## config.mk

```make
export PLATFORM = sky130hd
export DESIGN_NAME = stage_2_pipe
export DESIGN_NICKNAME = d
export VERILOG_FILES = /design/src/rtl/ec_pkg.sv /design/src/rtl/leading_zero.sv /design/src/rtl/stage_2_pipe.sv
export SDC_FILE = /design/constraint.sdc
export NUM_CORES = 1
export LEC_CHECK = 0
export BUFFER_PORTS_ARGS = -buffer_cell sky130_fd_sc_hd__buf_2
export CAP_MARGIN = 5
export CORE_AREA = 2 2 215 217
export DETAILED_ROUTE_END_ITERATION = 8
export DIE_AREA = 0 0 217 219
export PLACE_DENSITY = 0.7
export SYNTH_ARGS = -nofsm -noshare
export SYNTH_HDL_FRONTEND = slang
export SYNTH_HIERARCHICAL = 1
export SYNTH_SLANG_ARGS = --single-unit
```

## constraint.sdc

```tcl
create_clock -name clk -period 26.9 [get_ports clk]
set_clock_uncertainty 0.15 [all_clocks]
set_input_delay 2.69 -clock clk [delete_from_list [all_inputs] [get_ports clk]]
set_output_delay 2.69 -clock clk [all_outputs]
set_load 0.01 [all_outputs]
```

## src/rtl/ec_pkg.sv

```systemverilog
// Shared constants and coder-state type for the entropy-coder range/renormalization stages.
// Every stage that imports this package uses the same reset state and byte-extraction threshold.
package ec_pkg;

    localparam int EC_RANGE_WIDTH = 16;
    localparam int EC_LOW_WIDTH   = 24;
    localparam int EC_D_SIZE      = 5;

    localparam logic [EC_RANGE_WIDTH-1:0] RANGE_INIT = 16'h8000;

    localparam int BYTE_THRESH = 9;
    localparam int BYTE_BITS   = 8;
    localparam int BOOL_OFFSET = 4;

    typedef struct packed {
        logic [EC_RANGE_WIDTH-1:0] range;
        logic [EC_LOW_WIDTH-1:0]   low;
        logic [EC_D_SIZE-1:0]      s;
    } coder_state_t;

    function automatic coder_state_t coder_reset_state();
        coder_state_t st;
        st.range = RANGE_INIT;
        st.low   = '0;
        st.s     = '0;
        return st;
    endfunction

endpackage

```

## src/rtl/leading_zero.sv

```systemverilog
// Leading-zero count of a RANGE_WIDTH vector; an all-zero input returns RANGE_WIDTH.
// The caller is responsible for any special handling of the zero case.
module leading_zero #(
    parameter int RANGE_WIDTH = 16,
    parameter int D_SIZE      = 5
) (
    input  logic [RANGE_WIDTH-1:0] value,
    output logic [D_SIZE-1:0]      count
);

    // Ascending scan: the last hit is the most significant set bit.
    always_comb begin
        count = D_SIZE'(RANGE_WIDTH);
        for (int i = 0; i < RANGE_WIDTH; i++) begin
            if (value[i]) count = D_SIZE'(RANGE_WIDTH - 1 - i);
        end
    end

endmodule

```

## src/rtl/stage_2_pipe.sv

```systemverilog
// Registered range update plus one-round renormalization with byte extraction.
// Owns range/low/s and closes the feedback loop in one cycle, so one symbol per clock.
module stage_2_pipe
    import ec_pkg::*;
#(
    parameter int RANGE_WIDTH  = EC_RANGE_WIDTH,
    parameter int LOW_WIDTH    = EC_LOW_WIDTH,
    parameter int D_SIZE       = EC_D_SIZE,
    parameter int SYMBOL_WIDTH = 4
) (
    input  logic                           clk,
    input  logic                           reset_n,
    input  logic                           in_valid,
    output logic                           in_ready,
    input  logic                           in_flush,
    input  logic [RANGE_WIDTH-1:0]         UU,
    input  logic [RANGE_WIDTH-1:0]         VV,
    input  logic [RANGE_WIDTH-1:0]         lut_u,
    input  logic [RANGE_WIDTH-1:0]         lut_v,
    input  logic                           COMP_mux_1,
    input  logic                           bool,
    input  logic [SYMBOL_WIDTH-1:0]        symbol,
    output logic                           out_valid,
    input  logic                           out_ready,
    output logic                           out_byte_valid,
    output logic [LOW_WIDTH-RANGE_WIDTH-1:0] out_byte,
    output logic                           out_flush,
    output logic [LOW_WIDTH-1:0]           out_low,
    output logic [D_SIZE-1:0]              out_s,
    output logic [RANGE_WIDTH-1:0]         out_range,
    output logic                           err_range_zero
);

    localparam int UW = RANGE_WIDTH + 1;
    localparam int PW = 2 * RANGE_WIDTH;
    localparam int BW = LOW_WIDTH - RANGE_WIDTH;

    coder_state_t st_q;
    coder_state_t st_n;

    logic [RANGE_WIDTH-1:0] range_q;
    logic [LOW_WIDTH-1:0]   low_q;
    logic [D_SIZE-1:0]      s_q;

    assign range_q = st_q.range;
    assign low_q   = st_q.low;
    assign s_q     = st_q.s;

    logic [RANGE_WIDTH-1:0] rr;
    logic [PW-1:0]          rr_uu;
    logic [PW-1:0]          rr_vv;
    logic [UW-1:0]          u;
    logic [UW-1:0]          v;
    logic [UW-1:0]          vb;

    assign rr    = range_q >> 8;
    assign rr_uu = PW'(rr) * PW'(UU);
    assign rr_vv = PW'(rr) * PW'(VV);
    assign u     = UW'(rr_uu >> 1) + UW'(lut_u);
    assign v     = UW'(rr_vv >> 1) + UW'(lut_v);
    assign vb    = UW'(rr_vv >> 1) + UW'(BOOL_OFFSET);

    logic [RANGE_WIDTH-1:0] range_pre;
    logic [LOW_WIDTH-1:0]   low_pre;

    // Interval selection; low only moves when the symbol sits above the lower bound.
    always_comb begin
        range_pre = '0;
        low_pre   = low_q;
        if (bool) begin
            if (symbol[0]) begin
                low_pre   = low_q + (LOW_WIDTH'(range_q) - LOW_WIDTH'(vb));
                range_pre = RANGE_WIDTH'(vb);
            end else begin
                range_pre = RANGE_WIDTH'(UW'(range_q) - vb);
            end
        end else if (COMP_mux_1) begin
            low_pre   = low_q + (LOW_WIDTH'(range_q) - LOW_WIDTH'(u));
            range_pre = RANGE_WIDTH'(u - v);
        end else begin
            range_pre = RANGE_WIDTH'(UW'(range_q) - v);
        end
    end

    logic [D_SIZE-1:0] lz;

    leading_zero #(
        .RANGE_WIDTH (RANGE_WIDTH),
        .D_SIZE      (D_SIZE)
    ) u_lz (
        .value (range_pre),
        .count (lz)
    );

    logic                   range_zero;
    logic [D_SIZE-1:0]      d;
    logic [D_SIZE-1:0]      s1;
    logic [RANGE_WIDTH-1:0] range_n;
    logic [LOW_WIDTH-1:0]   ls;
    logic [LOW_WIDTH-1:0]   low_n;
    logic [D_SIZE-1:0]      s_n;
    logic                   emit;

    // A zero range still shifts by the maximum so the stream keeps moving; the error flag records it.
    always_comb begin
        range_zero = (range_pre == '0);
        d          = range_zero ? D_SIZE'(RANGE_WIDTH - 1) : lz;
        range_n    = range_pre << d;
        ls         = low_pre << d;
        s1         = s_q + d;
        emit       = (s1 >= D_SIZE'(BYTE_THRESH));
        low_n      = emit ? {{BW{1'b0}}, ls[RANGE_WIDTH-1:0]} : ls;
        s_n        = emit ? s1 - D_SIZE'(BYTE_BITS) : s1;
        st_n.range = range_n;
        st_n.low   = low_n;
        st_n.s     = s_n;
    end

    logic accept;

    assign in_ready = !out_valid || out_ready;
    assign accept   = in_valid && in_ready;

    always_ff @(posedge clk) begin
        if (!reset_n) begin
            st_q           <= coder_reset_state();
            out_valid      <= 1'b0;
            out_byte_valid <= 1'b0;
            out_byte       <= '0;
            out_flush      <= 1'b0;
            out_low        <= '0;
            out_s          <= '0;
            out_range      <= RANGE_INIT;
            err_range_zero <= 1'b0;
        end else if (accept) begin
            out_valid <= 1'b1;
            if (in_flush) begin
                // Flush reports the final state and rearms the coder for the next stream.
                st_q           <= coder_reset_state();
                out_flush      <= 1'b1;
                out_byte_valid <= 1'b0;
                out_byte       <= '0;
                out_low        <= low_q;
                out_s          <= s_q;
                out_range      <= range_q;
            end else begin
                st_q           <= st_n;
                out_flush      <= 1'b0;
                out_byte_valid <= emit;
                out_byte       <= emit ? ls[LOW_WIDTH-1:RANGE_WIDTH] : '0;
                out_low        <= low_n;
                out_s          <= s_n;
                out_range      <= range_n;
                if (range_zero) err_range_zero <= 1'b1;
            end
        end else if (out_ready) begin
            out_valid <= 1'b0;
        end
    end

endmodule

```

# --- After elaboration in Yosys (flattened, before gate mapping) ---
# Cells that the tools add are included.
word_totals:
  reg_bits: 102
  in_bits: 75
  out_inout_bits: 58
  elab_cells: 70
classes:
  n_addsub: 12
  mul: 2
  n_lt_le_gt_ge: 1
  shifts: 2
  n_mux: 35
  bitwise: 1
  n_reduce_logical: 6
ops:
  columns: ["op", "n"]
  rows:
  - ["$mux W24", 5]
  - ["$mux W5", 19]
  - ["$mux W16", 4]
  - ["$add A24 B24 Y24", 2]
  - ["$sub A16 B16 Y16", 3]
  - ["$mux W45", 1]
  - ["$mul A8 B16 Y18", 2]
  - ["$sub A16 B17 Y18", 2]
  - ["$shl A24 B5 Y24", 1]
  - ["$add A17 B16 Y17", 1]
  - ["$add A17 B3 Y17 const B", 1]
  - ["$add A16 B16 Y16", 1]
  - ["$logic_not A16 Y1", 1]
  - ["$mux W8", 2]
  - ["$shl A16 B5 Y16", 1]
  - ["$add A5 B5 Y5", 1]
  - ["$ge A5 B4 Y1 const B", 1]
  - ["$sub A5 B4 Y5 const B", 1]
  - ["$mux W1", 4]
  - ["$reduce_and A3 Y1", 1]
  - ["$reduce_bool A2 Y1", 1]
  - ["$logic_and A1 B1 Y1", 1]
  - ["$logic_not A1 Y1", 1]
  - ["$logic_or A1 B1 Y1", 1]
  - ["$not A1 Y1", 1]

# --- Logic depth before layout (Yosys ltp) ---
depth:
  depth_word: 26
  ltp_mapped: 58
  ltp_nobuf: 56

# --- By module ---
# The synthesis kept the hierarchy.
by_module_without_submodules:
  columns: ["mod", "instances", "cells_per_inst", "area_per_inst_um2", "seq_area_each_um2"]
  rows:
  - ["stage_2_pipe", 1, 2587, 19872.8, 2042.0]
  - ["leading_zero", 1, 32, 188.9, 0.0]

# --- Least setup slack after synthesis ---
# Ideal clock, no wire load.
synth_timing:
  kind: "in2reg"
  startpoint: "input UU[3]"
  endpoint: "register out_byte[2]"
  arrival_time_ps: 11890
  required_ps: 26681
  setup_slack_ps: 14791
  cell_stages: 53
  path_cell_list: "and2_1 -> fa_1 -> fa_1 -> inv_1 -> fa_1 -> fa_1 -> inv_1 -> ha_1 -> inv_1 -> o21bai_1 -> a21oi_1 -> o21bai_1 -> a21oi_1 -> o21bai_1 -> a21oi_1 -> xnor2_1 -> ha_1 -> nand2_1 -> [... 17 more ...] -> a31oi_1 -> clkbuf_1 -> a31oi_1 -> inv_1 -> clkbuf_8 -> fa_1 -> a21o_1 -> a21oi_1 -> xnor2_1 -> xnor2_2 -> inv_1 -> ha_1 -> a21oi_1 -> nor2_1 -> nor2_4 -> nor2_1 -> o21ai_0 -> o21ai_1"
synth_lines:
  columns: ["item", "line_no", "rtl"]
  rows:
  - ["start: declaration", "stage_2_pipe.sv:16", "input logic [RANGE_WIDTH-1:0] UU,"]
  - ["$mul A8 B16 Y18 (*)", "stage_2_pipe.sv:57", "assign rr_uu = PW'(rr) * PW'(UU);"]
  - ["$add A17 B16 Y17 (*)", "stage_2_pipe.sv:59", "assign u = UW'(rr_uu >> 1) + UW'(lut_u);"]
  - ["$sub A16 B16 Y16 (*)", "stage_2_pipe.sv:79", "range_pre = RANGE_WIDTH'(u - v);"]
  - ["$mux W16 (*)", "stage_2_pipe.sv:77", "end else if (COMP_mux_1) begin"]
  - ["$mux W16 (*)", "stage_2_pipe.sv:70", "if (bool) begin"]
  - ["named net range_pre[15]", "stage_2_pipe.sv:63", "logic [RANGE_WIDTH-1:0] range_pre;"]
  - ["$mux W5 (*)", "leading_zero.sv:15", "if (value[i]) count = D_SIZE'(RANGE_WIDTH - 1 - i);"]
  - ["named net lz[1]", "stage_2_pipe.sv:85", "logic [D_SIZE-1:0] lz;"]
  - ["$mux W5 (*)", "stage_2_pipe.sv:107", "d = range_zero ? D_SIZE'(RANGE_WIDTH - 1) : lz;"]
  - ["$add A5 B5 Y5", "stage_2_pipe.sv:110", "s1 = s_q + d;"]
  - ["$ge A5 B4 Y1", "stage_2_pipe.sv:111", "emit = (s1 >= D_SIZE'(BYTE_THRESH));"]
  - ["$mux W8 (*)", "stage_2_pipe.sv:150", "out_byte <= emit ? ls[LOW_WIDTH-1:RANGE_WIDTH] : '0;"]
  - ["$mux W8 (*)", "stage_2_pipe.sv:137", "if (in_flush) begin"]
  - ["end signal: assignment", "stage_2_pipe.sv:150", null]
  - ["end: declaration", "stage_2_pipe.sv:26", "output logic [LOW_WIDTH-RANGE_WIDTH-1:0] out_byte,"]
# Mark *: on every way through the listed nets, which the timed path passes. The rest lies on a longest branch.
# A chain may end at the register's enable or synchronous reset.

# --- Worst setup path in the final report ---
# Same ends and word-level chain as after synthesis.

==> flow_metrics.py <==
metrics = {
    "run_status": {
        "outcome": "finished, final reports clean",
    },
    "clocking": {
        "cts_inserted_buffers": 9,
        "root_buffer": "clkbuf_16",
        "htreeDepth": 3,
        "postCtsHoldBufs": 0,
        "clockBufferDepth": 2,
        "cts.clk_slew.worst_paths_ps": 70,
        "cts_tree": "yes",
        "cts_sinks": 102,
        "clock_latency_ps": 340,
        "cts_setup_buffers": 0,
        "cts-resized-gates": 0,
    },
    "logic_synthesis": {
        "synthAdderAreaFrac": 0.2657,
        "synth.area.top_cells": "fa_1 (15%), ha_1 (12%), dfxtp_1 (10%), nand2_1 (5.5%), a21oi_1 (5.3%)",
        "synth_compound_area_frac": 0.2512,
        "async_flop_share": 0,
        "ys.flop_type": "dfxtp_1",
        "synth_top_family_by_area": "adder cells",
        "synth.distinct_cells": 112,
        "synth_most_common_cell": "nand2_1",
        "yosysWarnings": 6,
        "synth_mux_area_frac": 0.02227,
        "synth_area_sq_um": 20060,
        "yosys.area_share.simple": 0.2231,
        "yosysTopAreaCell": "fa_1",
        "netlist.area_leader.share": 0.1497,
        "synth-seq-cells": 102,
        "synth.avg_cell_area_sq_um": 7.660,
        "netlist_instances": 2619,
        "syn_nets": 3030,
        "synth_edf_count": 0,
        "synthXorXnorAreaFrac": 0.06318,
        "synthTopCellsByCount": "nand2_1 (296), inv_1 (231), a21oi_1 (214)",
        "synth_seq_area_share": 0.1018,
    },
    "sta": {
        "setup_tns_ps": 0,
        "max_slew_margin": 0.1542,
        "grt_setup_unrepaired": "false",
        "hold_viol_final": 0,
        "worst_pin_slew_ps": 1263,
        "fin_crit_sh": 0.5716,
        "finalMaxSlewViolations": 0,
        "fmax_mhz": 65.03,
        "setup_viol": 0,
        "period_minus_slack_ps": 15380,
    },
    "routing": {
        "drt_iter0_drc": 1819,
        "drt-total-wl_um": 64900,
        "vias_per_cell": 6.006,
        "first_pass_iters": 8,
        "post_drt_wl_per_cell_um": 19.74,
        "drc": 0,
        "vias": 19742,
        "drtAntennaViolNets": 0,
    },
    "setup_path": {
        "cp.arrival_ps": 15510,
        "critPathCaptureType": "flip-flop",
        "r2r_start": "range_q[12]$_SDFFE_PN0P_",
        "crit_fanout": 44,
        "cp-start-kind": "input port",
        "worstSetupPathType": "in2reg",
        "crit_path_frequent_cell": "a21oi_1",
        "cp.required_ps": 27030,
        "reg2reg_depth": 51,
        "slowest_stage": "a31oi_1",
        "reg2reg_to": "out_byte[2]$_SDFFE_PN0P_",
        "slowest_delay_ps": 980,
        "reg2reg_slack_ps": 12930,
    },
    "die": {
        "core.rowCount": 78,
        "die_area_sq_um": 47520,
        "coreArea_sq_um": 45090,
        "initial_core_util": 0.4449,
        "die_w_um": 217,
        "ios": 133,
        "chipHeight_um": 219,
    },
    "global_route": {
        "antenna_found_initial": 3,
        "grt_pass1_wl_um": 103200,
        "grt_use_total": 0.2701,
        "first_global_vias": 19301,
        "grt_max_degree": 81,
        "grt_overflow": 0,
    },
    "run": {
        "maxCapViolations": 0,
    },
    "hold_path": {
        "hold_depth": 2,
        "hold_end": "out_flush$_SDFFE_PN0P_",
        "min_path_type": "reg2reg",
        "hp-start": "out_flush$_SDFFE_PN0P_",
    },
    "cells_and_area": {
        "nets": 3093,
        "antenna_cells": 0,
        "drive_above_1_share": 0.09490,
        "nFillCells": 4462,
        "syn2layout_area_growth_pct": 6.910,
    },
    "placement": {
        "io_buffer_count": 129,
        "place_congestion": 0.9779,
        "hpwlAfterDp_um": 51700,
    },
}
[stage by stage]
| stage | hold slack [ps] | setup WS [ps] | utilization | area, sq um | std cells |
|---|---|---|---|---|---|
| after floorplan | 295.6 | 14790 | - | 20060 | 2619 |
| after global placement | 291.3 | 11780 | 0.4685 | 21120 | 3271 |
| after detailed placement | 297.1 | 11610 | 0.4685 | 21120 | 3271 |
| after CTS | 309.3 | 11820 | 0.4757 | 21450 | 3287 |
| after global routing | 336.8 | 10850 | 0.4757 | 21450 | 3287 |
| final | 313.0 | 11520 | 0.4757 | 21450 | 3287 |
[worst max-delay path: cells and delay by family]
kind            cells  cell delay [ps]
xor+xnor            6             1250
fa+ha+maj           9             3780
simple gates        9             2090
compound gates     20             4090
buf+inv             8             1560
[cell usage in the layout, fill, tap and decap left out, drive strengths merged, types with 17 or more instances in the layout]
cell type	count
and2	157
a21o	46
nor2	188
xor2	49
nor2b	27
inv	237
ha	186
a31oi	47
dfxtp	102
mux2i	30
a211oi	54
buf	154
o21ai	157
xnor2	87
nand2	296
fa	150
o21bai	17
o21a	41
a21oi	215
nand2b	31
nor3	52
and3	27
o211ai	26
nand3	55
[cell type report]
| class | instances | area (sq um) | share of cell area |
|---|---|---|---|
| multi-input cells | 2178 | 16600 | 0.7741 |
| flip-flops and latches | 102 | 2042 | 0.09520 |
| inverters | 237 | 894.6 | 0.04171 |
| repair buffers | 154 | 833.3 | 0.03885 |
| well taps | 600 | 750.7 | 0.03500 |
| clock buffers | 12 | 246.5 | 0.01149 |
| clock inverters | 4 | 77.57 | 0.003617 |
[registers in the layout, summed over array words and instances, names as in the netlist]
name / cells
range_q: 16
out_low: 24
low_q: 24
out_s: 5
out_range: 16
out_valid: 1
out_flush: 1
err_range_zero: 1
out_byte_valid: 1
out_byte: 8
s_q: 5
[layer usage]
layer  vias up  global-route usage  part of all wire
li1       9297                   -                 -
met5         -                   0           0.00057
met3       172             0.02661             0.059
met2       776              0.4557              0.47
met4         6              0.1253             0.050
met1      9491              0.3482              0.42
[worst max-delay path by stage]
| stage | from | slack, ps | cells after the start | endpoint |
|---|---|---|---|---|
| 2_1_floorplan | UU[3] | 14790 | 53 | out_byte[2]$_SDFFE_PN0P_ |
| 4_1_cts | UU[3] | 11820 | 52 | out_byte[2]$_SDFFE_PN0P_ |
| 3_3_place_gp | UU[3] | 11780 | 52 | out_byte[2]$_SDFFE_PN0P_ |
| 5_1_grt | UU[3] | 10850 | 52 | out_byte[2]$_SDFFE_PN0P_ |
| 3_5_place_dp | UU[3] | 11610 | 52 | out_byte[2]$_SDFFE_PN0P_ |
| 6_report | UU[3] | 11520 | 52 | out_byte[2]$_SDFFE_PN0P_ |
[kinds of logic after synthesis]
family,count (synthesis)
xor gates and xnor gates,138
AOI/OAI and AO/OA,763
DFF,102
and+or+nand+nor,900
muxes,41
buffers and inverters,339
adders and majority gates,336
Power is not shown: default switching activity piles up to over one toggle a cycle in this logic, so the estimate is an artifact.
